===== src/rtl/multicycle_control.sv =====
// Main control FSM for the multicycle MIPS datapath.
// Walks each instruction through fetch/decode/execute/memory/writeback and
// decodes every datapath mux select and write enable from the current state.
module multicycle_control (
   input  logic       clk,
   input  logic       reset,
   input  logic [5:0] opcode,
   input  logic       memReady,
   output logic [1:0] aluOp,
   output logic       aluSrcA,
   output logic [1:0] aluSrcB,
   output logic       zeroExt,
   output logic [1:0] pcSrc,
   output logic       pcWrite,
   output logic       branchEq,
   output logic       branchNe,
   output logic       iorD,
   output logic       memRead,
   output logic       memWrite,
   output logic       irWrite,
   output logic       regDst,
   output logic       memToReg,
   output logic       regWrite,
   output logic       illegalOp,
   output logic [3:0] state
);

   localparam logic [5:0] OpRType = 6'b000000;
   localparam logic [5:0] OpLw    = 6'b100011;
   localparam logic [5:0] OpSw    = 6'b101011;
   localparam logic [5:0] OpBeq   = 6'b000100;
   localparam logic [5:0] OpBne   = 6'b000101;
   localparam logic [5:0] OpAddi  = 6'b001000;
   localparam logic [5:0] OpOri   = 6'b001101;
   localparam logic [5:0] OpJ     = 6'b000010;

   typedef enum logic [3:0] {
      StFetch   = 4'd0,
      StDecode  = 4'd1,
      StMemAdr  = 4'd2,
      StMemRd   = 4'd3,
      StMemWb   = 4'd4,
      StMemWr   = 4'd5,
      StExecute = 4'd6,
      StAluWb   = 4'd7,
      StBranch  = 4'd8,
      StAddiEx  = 4'd9,
      StOriEx   = 4'd10,
      StImmWb   = 4'd11,
      StJump    = 4'd12
   } state_e;

   state_e r_state;
   state_e w_next_state;

   assign state = r_state;

   // State register; reset aborts any instruction, including a memory stall.
   always_ff @(posedge clk or posedge reset) begin
      if (reset) begin
         r_state <= StFetch;
      end else begin
         r_state <= w_next_state;
      end
   end

   // Next-state logic; memReady only matters in the three memory-access states.
   always_comb begin
      w_next_state = StFetch;
      case (r_state)
         StFetch:   w_next_state = memReady ? StDecode : StFetch;
         StDecode: begin
            case (opcode)
               OpLw, OpSw:   w_next_state = StMemAdr;
               OpRType:      w_next_state = StExecute;
               OpBeq, OpBne: w_next_state = StBranch;
               OpAddi:       w_next_state = StAddiEx;
               OpOri:        w_next_state = StOriEx;
               OpJ:          w_next_state = StJump;
               default:      w_next_state = StFetch;
            endcase
         end
         StMemAdr:  w_next_state = (opcode == OpLw) ? StMemRd : StMemWr;
         StMemRd:   w_next_state = memReady ? StMemWb : StMemRd;
         StMemWb:   w_next_state = StFetch;
         StMemWr:   w_next_state = memReady ? StFetch : StMemWr;
         StExecute: w_next_state = StAluWb;
         StAluWb:   w_next_state = StFetch;
         StBranch:  w_next_state = StFetch;
         StAddiEx:  w_next_state = StImmWb;
         StOriEx:   w_next_state = StImmWb;
         StImmWb:   w_next_state = StFetch;
         StJump:    w_next_state = StFetch;
         default:   w_next_state = StFetch;
      endcase
   end

   // Output decode; everything is held low while reset is asserted.
   always_comb begin
      aluOp     = 2'b00;
      aluSrcA   = 1'b0;
      aluSrcB   = 2'b00;
      zeroExt   = 1'b0;
      pcSrc     = 2'b00;
      pcWrite   = 1'b0;
      branchEq  = 1'b0;
      branchNe  = 1'b0;
      iorD      = 1'b0;
      memRead   = 1'b0;
      memWrite  = 1'b0;
      irWrite   = 1'b0;
      regDst    = 1'b0;
      memToReg  = 1'b0;
      regWrite  = 1'b0;
      illegalOp = 1'b0;
      if (!reset) begin
         case (r_state)
            StFetch: begin
               memRead = 1'b1;
               aluSrcB = 2'b01;
               // IR load and PC+4 only on the cycle the fetch completes
               irWrite = memReady;
               pcWrite = memReady;
            end
            StDecode: begin
               aluSrcB = 2'b11;
               case (opcode)
                  OpRType, OpLw, OpSw, OpBeq, OpBne, OpAddi, OpOri, OpJ: illegalOp = 1'b0;
                  default:                                              illegalOp = 1'b1;
               endcase
            end
            StMemAdr: begin
               aluSrcA = 1'b1;
               aluSrcB = 2'b10;
            end
            StMemRd: begin
               iorD    = 1'b1;
               memRead = 1'b1;
            end
            StMemWb: begin
               memToReg = 1'b1;
               regWrite = 1'b1;
            end
            StMemWr: begin
               iorD     = 1'b1;
               memWrite = 1'b1;
            end
            StExecute: begin
               aluSrcA = 1'b1;
               aluOp   = 2'b10;
            end
            StAluWb: begin
               regDst   = 1'b1;
               regWrite = 1'b1;
            end
            StBranch: begin
               aluSrcA  = 1'b1;
               aluOp    = 2'b01;
               pcSrc    = 2'b01;
               branchEq = (opcode == OpBeq);
               branchNe = (opcode == OpBne);
            end
            StAddiEx: begin
               aluSrcA = 1'b1;
               aluSrcB = 2'b10;
            end
            StOriEx: begin
               aluSrcA = 1'b1;
               aluSrcB = 2'b10;
               aluOp   = 2'b11;
               zeroExt = 1'b1;
            end
            StImmWb: begin
               regWrite = 1'b1;
            end
            StJump: begin
               pcSrc   = 2'b10;
               pcWrite = 1'b1;
            end
            default: begin
               aluOp = 2'b00;
            end
         endcase
      end
   end

endmodule

===== config.mk =====
export PLATFORM = sky130hd
export DESIGN_NAME = multicycle_control
export DESIGN_NICKNAME = d
export VERILOG_FILES = /design/src/rtl/multicycle_control.sv
export SDC_FILE = /design/constraint.sdc
export NUM_CORES = 1
export LEC_CHECK = 0
export CORE_ASPECT_RATIO = 0.75
export CORE_MARGIN = 2
export CORE_UTILIZATION = 33
export CTS_BUF_LIST = sky130_fd_sc_hd__clkbuf_8
export CTS_CLUSTER_DIAMETER = 200
export DETAILED_ROUTE_END_ITERATION = 10
export GPL_TIMING_DRIVEN = 0
export MAX_ROUTING_LAYER = met4
export PLACE_DENSITY = 0.68
export SLEW_MARGIN = 20
export SYNTH_ARGS = -nofsm -noshare
export SYNTH_HDL_FRONTEND = slang
export SYNTH_SLANG_ARGS = --single-unit

===== constraint.sdc =====
create_clock -name clk -period 1.5 [get_ports clk]
set_input_delay 0.3 -clock clk [delete_from_list [all_inputs] [get_ports clk]]
set_output_delay 0.3 -clock clk [all_outputs]
set_load 0.03 [all_outputs]

# Word-level counts from Yosys, hierarchy flattened
# Index checks and enable logic that the tools add are counted.
dict set report totals {
  inputBits 9
  out_inout_bits 23
  elab_cells 70
  register_bits 4
}
dict set report op_classes {
  n_reduce_logical 11
  n_eq_ne 19
  mux 39
}
# operator n
set op_table {}
lappend op_table {{case mux 4 bit (7 select lines)} 1}
lappend op_table {{2-to-1 mux 1 bit} 27}
lappend op_table {{case mux 4 bit (6 select lines)} 1}
lappend op_table {{== test 4 bit (second input constant)} 5}
lappend op_table {{== test 4 x 3 -> 1 bit (second input constant)} 4}
lappend op_table {{== test 6 x 3 -> 1 bit (second input constant)} 2}
lappend op_table {{== test 6 x 4 -> 1 bit (second input constant)} 2}
lappend op_table {{== test 6 bit (second input constant)} 2}
lappend op_table {{case mux 2 bit (3 select lines)} 2}
lappend op_table {{OR reduction 2 bit} 5}
lappend op_table {{2-to-1 mux 3 bit} 3}
lappend op_table {{== test 4 x 2 -> 1 bit (second input constant)} 2}
lappend op_table {{OR reduction 8 bit} 1}
lappend op_table {{== test 6 x 2 -> 1 bit (second input constant)} 1}
lappend op_table {{logical NOT 6 bit} 1}
lappend op_table {{2-to-1 mux 2 bit} 3}
lappend op_table {{OR reduction 3 bit} 2}
lappend op_table {{OR reduction 5 bit} 1}
lappend op_table {{== test 4 x 1 -> 1 bit (second input constant)} 1}
lappend op_table {{logical NOT 4 bit} 1}
lappend op_table {{case mux 2 bit (2 select lines)} 1}
lappend op_table {{case mux 1 bit (2 select lines)} 1}

# Depth between registers and ports, before layout
dict set report depth {
  depth_word 5
  mapped_depth 5
  depth_no_buf 4
}

# Least setup slack after synthesis
# No wires, ideal clock.
dict set report synth_timing {
  path_type {register to output}
  from {register r_state[2] (netlist: state[2])}
  to {output pcWrite}
  arrival_ns 2.482
  slack_ns -1.282
  stages_incl_launch_ff 5
  required_time_ns 1.200
  n_path_buf 1
  cell_sequence {dfrtp_1 buf_4 nor2_2 nand2_1 a2111oi_0}
}
dict set report synth_via {
  elab_chain_len 3
  elab_cells_between_ends 4
  cone_classes {1 x eq/ne; 2 x mux; 1 x reduce/logical}
}
# element line
set synth_rtl {}
lappend synth_rtl {{from (decl)} 53} ;# state_e r_state;
lappend synth_rtl {{from (signal assigned)} 61} ;# r_state <= StFetch;
lappend synth_rtl {{from (signal assigned)} 63} ;# r_state <= w_next_state;
lappend synth_rtl {{== test 4 bit / logical NOT 4 bit (equally long branches)} 117} ;# case (r_state)
lappend synth_rtl {{case mux 1 bit (2 select lines) (*)} 117}
lappend synth_rtl {{2-to-1 mux 1 bit (*)} 116} ;# if (!reset) begin
lappend synth_rtl {{to (decl)} 14} ;# output logic pcWrite,
# Every way passes the cells marked *; elsewhere a longest branch is shown, timed or not.

# Final worst setup path
dict set report layout_timing {
  from {register r_state[2] (netlist: state[2])}
  to {output branchNe}
}
dict set report layout_via {
  elab_chain_len 3
}
# element line
set layout_rtl {}
lappend layout_rtl {{== test 4 bit} 117}
lappend layout_rtl {{2-to-1 mux 1 bit} 117}
lappend layout_rtl {{2-to-1 mux 1 bit} 116}
lappend layout_rtl {{to (decl)} 16} ;# output logic branchNe,
# No other way between the ends.

==> flow_summary.toml <==
[worst_setup_path]
end_kind = "output port"
cp_data_arrival_time_ns = 1.66
worstRegToRegCells = 5
path_class = "reg -> out"
regToRegEndpoint = "state[2]"
worstPathMaxFanout = 5
critPathRequiredTime_ns = 1.20
timing.rr.start = "state[1]"
r2r_slack_ns = 0.08
cp-start-kind = "flip-flop"
critPathCapture = "branchNe"
startpoint = "state[2]"

[routing]
post-route-drc-count = 0
wl_per_cell_um = 17.0
via_per_inst = 5.81
drtPass1Iterations = 4
num_vias = 941
drtIter0Drc = 33
wl_um = 2760
ant_nets = 0

[global_route]
grt_max_degree = 11
track_usage_pct = 23.7
grt_pass1_wl_um = 3960
grt_overflow = 0
antenna_found_initial = 0
grt_pass1_vias = 802

[synthesis]
seq_area_frac_synth_pct = 15.7
synth_enable_flop_cells = 0
syn_nets = 99
syn-cell-area_um2 = 636
async_reset_ff_share_pct = 100
syn-instance-count = 90
synthTopCellsByArea = "dfrtp_1, nand2b_1, nor2_1"
synth.top_cell.area_share_pct = 15.7
ys.flop_type = "dfrtp_1"
synth_cell_types = 38
yosys_warnings = 0
ys_seq_elements = 4
avgSynthCellArea_um2 = 7.06
synth_area_leader_cell = "dfrtp_1"

[pwr]
peakVddDrop_mv = 0.901
pwr_density_cell_nw_per_um2 = 1270
finalPower_uw = 1830
p_leak_uw = 0.000621

[cells_and_area]
drive_above_1_share_pct = 63.6
area_growth_pct = 127
antenna_cells = 0
instances_no_fill = 162
fin_util_pct = 81.5
nNetsFinal = 151
largest_reg_flops = 4
final_cell_mix = "buf_4, buf_6, inv_1, nand3_1, o21ai_0"
final_cell_area_um2 = 1450
final_common_cell = "buf_4"

[min_path]
min_path_type = "in -> async"

[sta]
worstMarginPinSlew_ns = 0.312
rsz0062_at_grt = "true"
hold_viol_final = 0
finalSetupViolations = 20
fin_ws_ns = -0.460
relSlewSlack_pct = 79.0
post-route-period-util_pct = 131
maxSlewViolCount = 0
max_freq_mhz = 510
finalClockSkew_ns = 0.00309
fin_crit_ns = 1.96

[placement]
dpl.hpwl_um = 1560
dpl_cell_area_um2 = 1140
port_buffers = 28
dp_cells = 140
finalWeightedCongestion = 0.854
place_ws_ns = -1.05

[cts]
clk_pin_slew_ns = 0.03
clock_latency_ns = 0.22
ctsRootBufferMaster = "clkbuf_8"
h-tree-depth = 1
cts_tree = "built"
numCtsBuffers = 3
clkSinkCount = 4
cts_buffer_depth = 2
cts.hold.buffers_added = 0

[floorplanning]
start_util_pct = 35.9
die-area_um2 = 2300
core_area_um2 = 1770
num_io_pins = 32
fp.dieH_um = 42.0
rows = 13
fp.dieW_um = 54.7

[run_status]
violations = "setup timing"
status = "finished with violations"

[flow_run]
max_cap_violations = 0
layer usage:
layer,global-route usage (%),vias to the layer above,wire length [µm]
li1,-,437,-
met3,2.50,4,182
met2,33.3,47,1320
met4,4.00,0,19
met5,-,-,0
met1,36.5,453,1240
synthesized netlist by cell type (2+ instances only):
cell,instances
o21ai_0,5
or3_1,4
nand3_1,5
buf_2,6
a21o_1,2
nand2b_1,7
nor2_1,9
inv_1,5
nand2_1,5
dfrtp_1,4
nand4_1,3
a21boi_0,2
a31oi_1,2
nor3_1,4
nor4_1,4
report_power, final:
group / internal, µW / total, µW / switching, µW
clock: 171 / 224 / 53.5
combinational: 658 / 1400 / 745
sequential: 140 / 205 / 65.0
total: 969 / 1830 / 864
kinds of logic after synthesis:
group | share of synthesized area [%]
buffers and inverters | 10.6
AO/OA/AOI/OAI | 21.5
flip-flops | 15.7
AND/OR/NAND/NOR | 49.4
XOR/XNOR | 2.76
layout make-up:
class / instances / area [µm²]
Tap cell: 22 / 27.5
Fill cell: 108 / 328
Sequential cell: 4 / 105
Inverter: 5 / 18.8
Timing Repair Buffer: 49 / 477
Buffer: 6 / 58.8
Multi-Input combinational cell: 73 / 717
Clock buffer: 3 / 41.3
stage by stage:
stage / hold WS [ns] / TNS [ns]
final: 0.104 / -4.54
after floorplan: 0.279 / -2.37
after detailed placement: 0.326 / -11.54
after global placement: 0.326 / -11.48
after global routing: 0.124 / -5.25
after CTS: 0.102 / -4.61
critical path, cell delays in order (launching register included):
cell and delay, ns:
dfrtp_2 0.42, or3b_4 0.41, nor3_4 0.16, nand4_1 0.18, nor2_2 0.14, buf_6 0.14
timing repair:
action,CTS,global route
endpoints found under the setup margin,24,21
gates cloned,0,1
hold endpoints to repair,0,0
pin swaps,4,6
gates resized for setup,142,23
buffers inserted,13,7
worst min path at each step:
stage | from | end | slack, ns | cells past startpoint
2_1_floorplan | reset | state[0] | 0.28 | 2
3_3_place_gp | reset | state[2] | 0.33 | 2
3_5_place_dp | reset | state[2] | 0.33 | 2
4_1_cts | reset | state[0] | 0.10 | 2
5_1_grt | reset | state[2] | 0.12 | 2
6_report | reset | state[0] | 0.10 | 2
No activity file was read; power rests on OpenSTA's default activity.
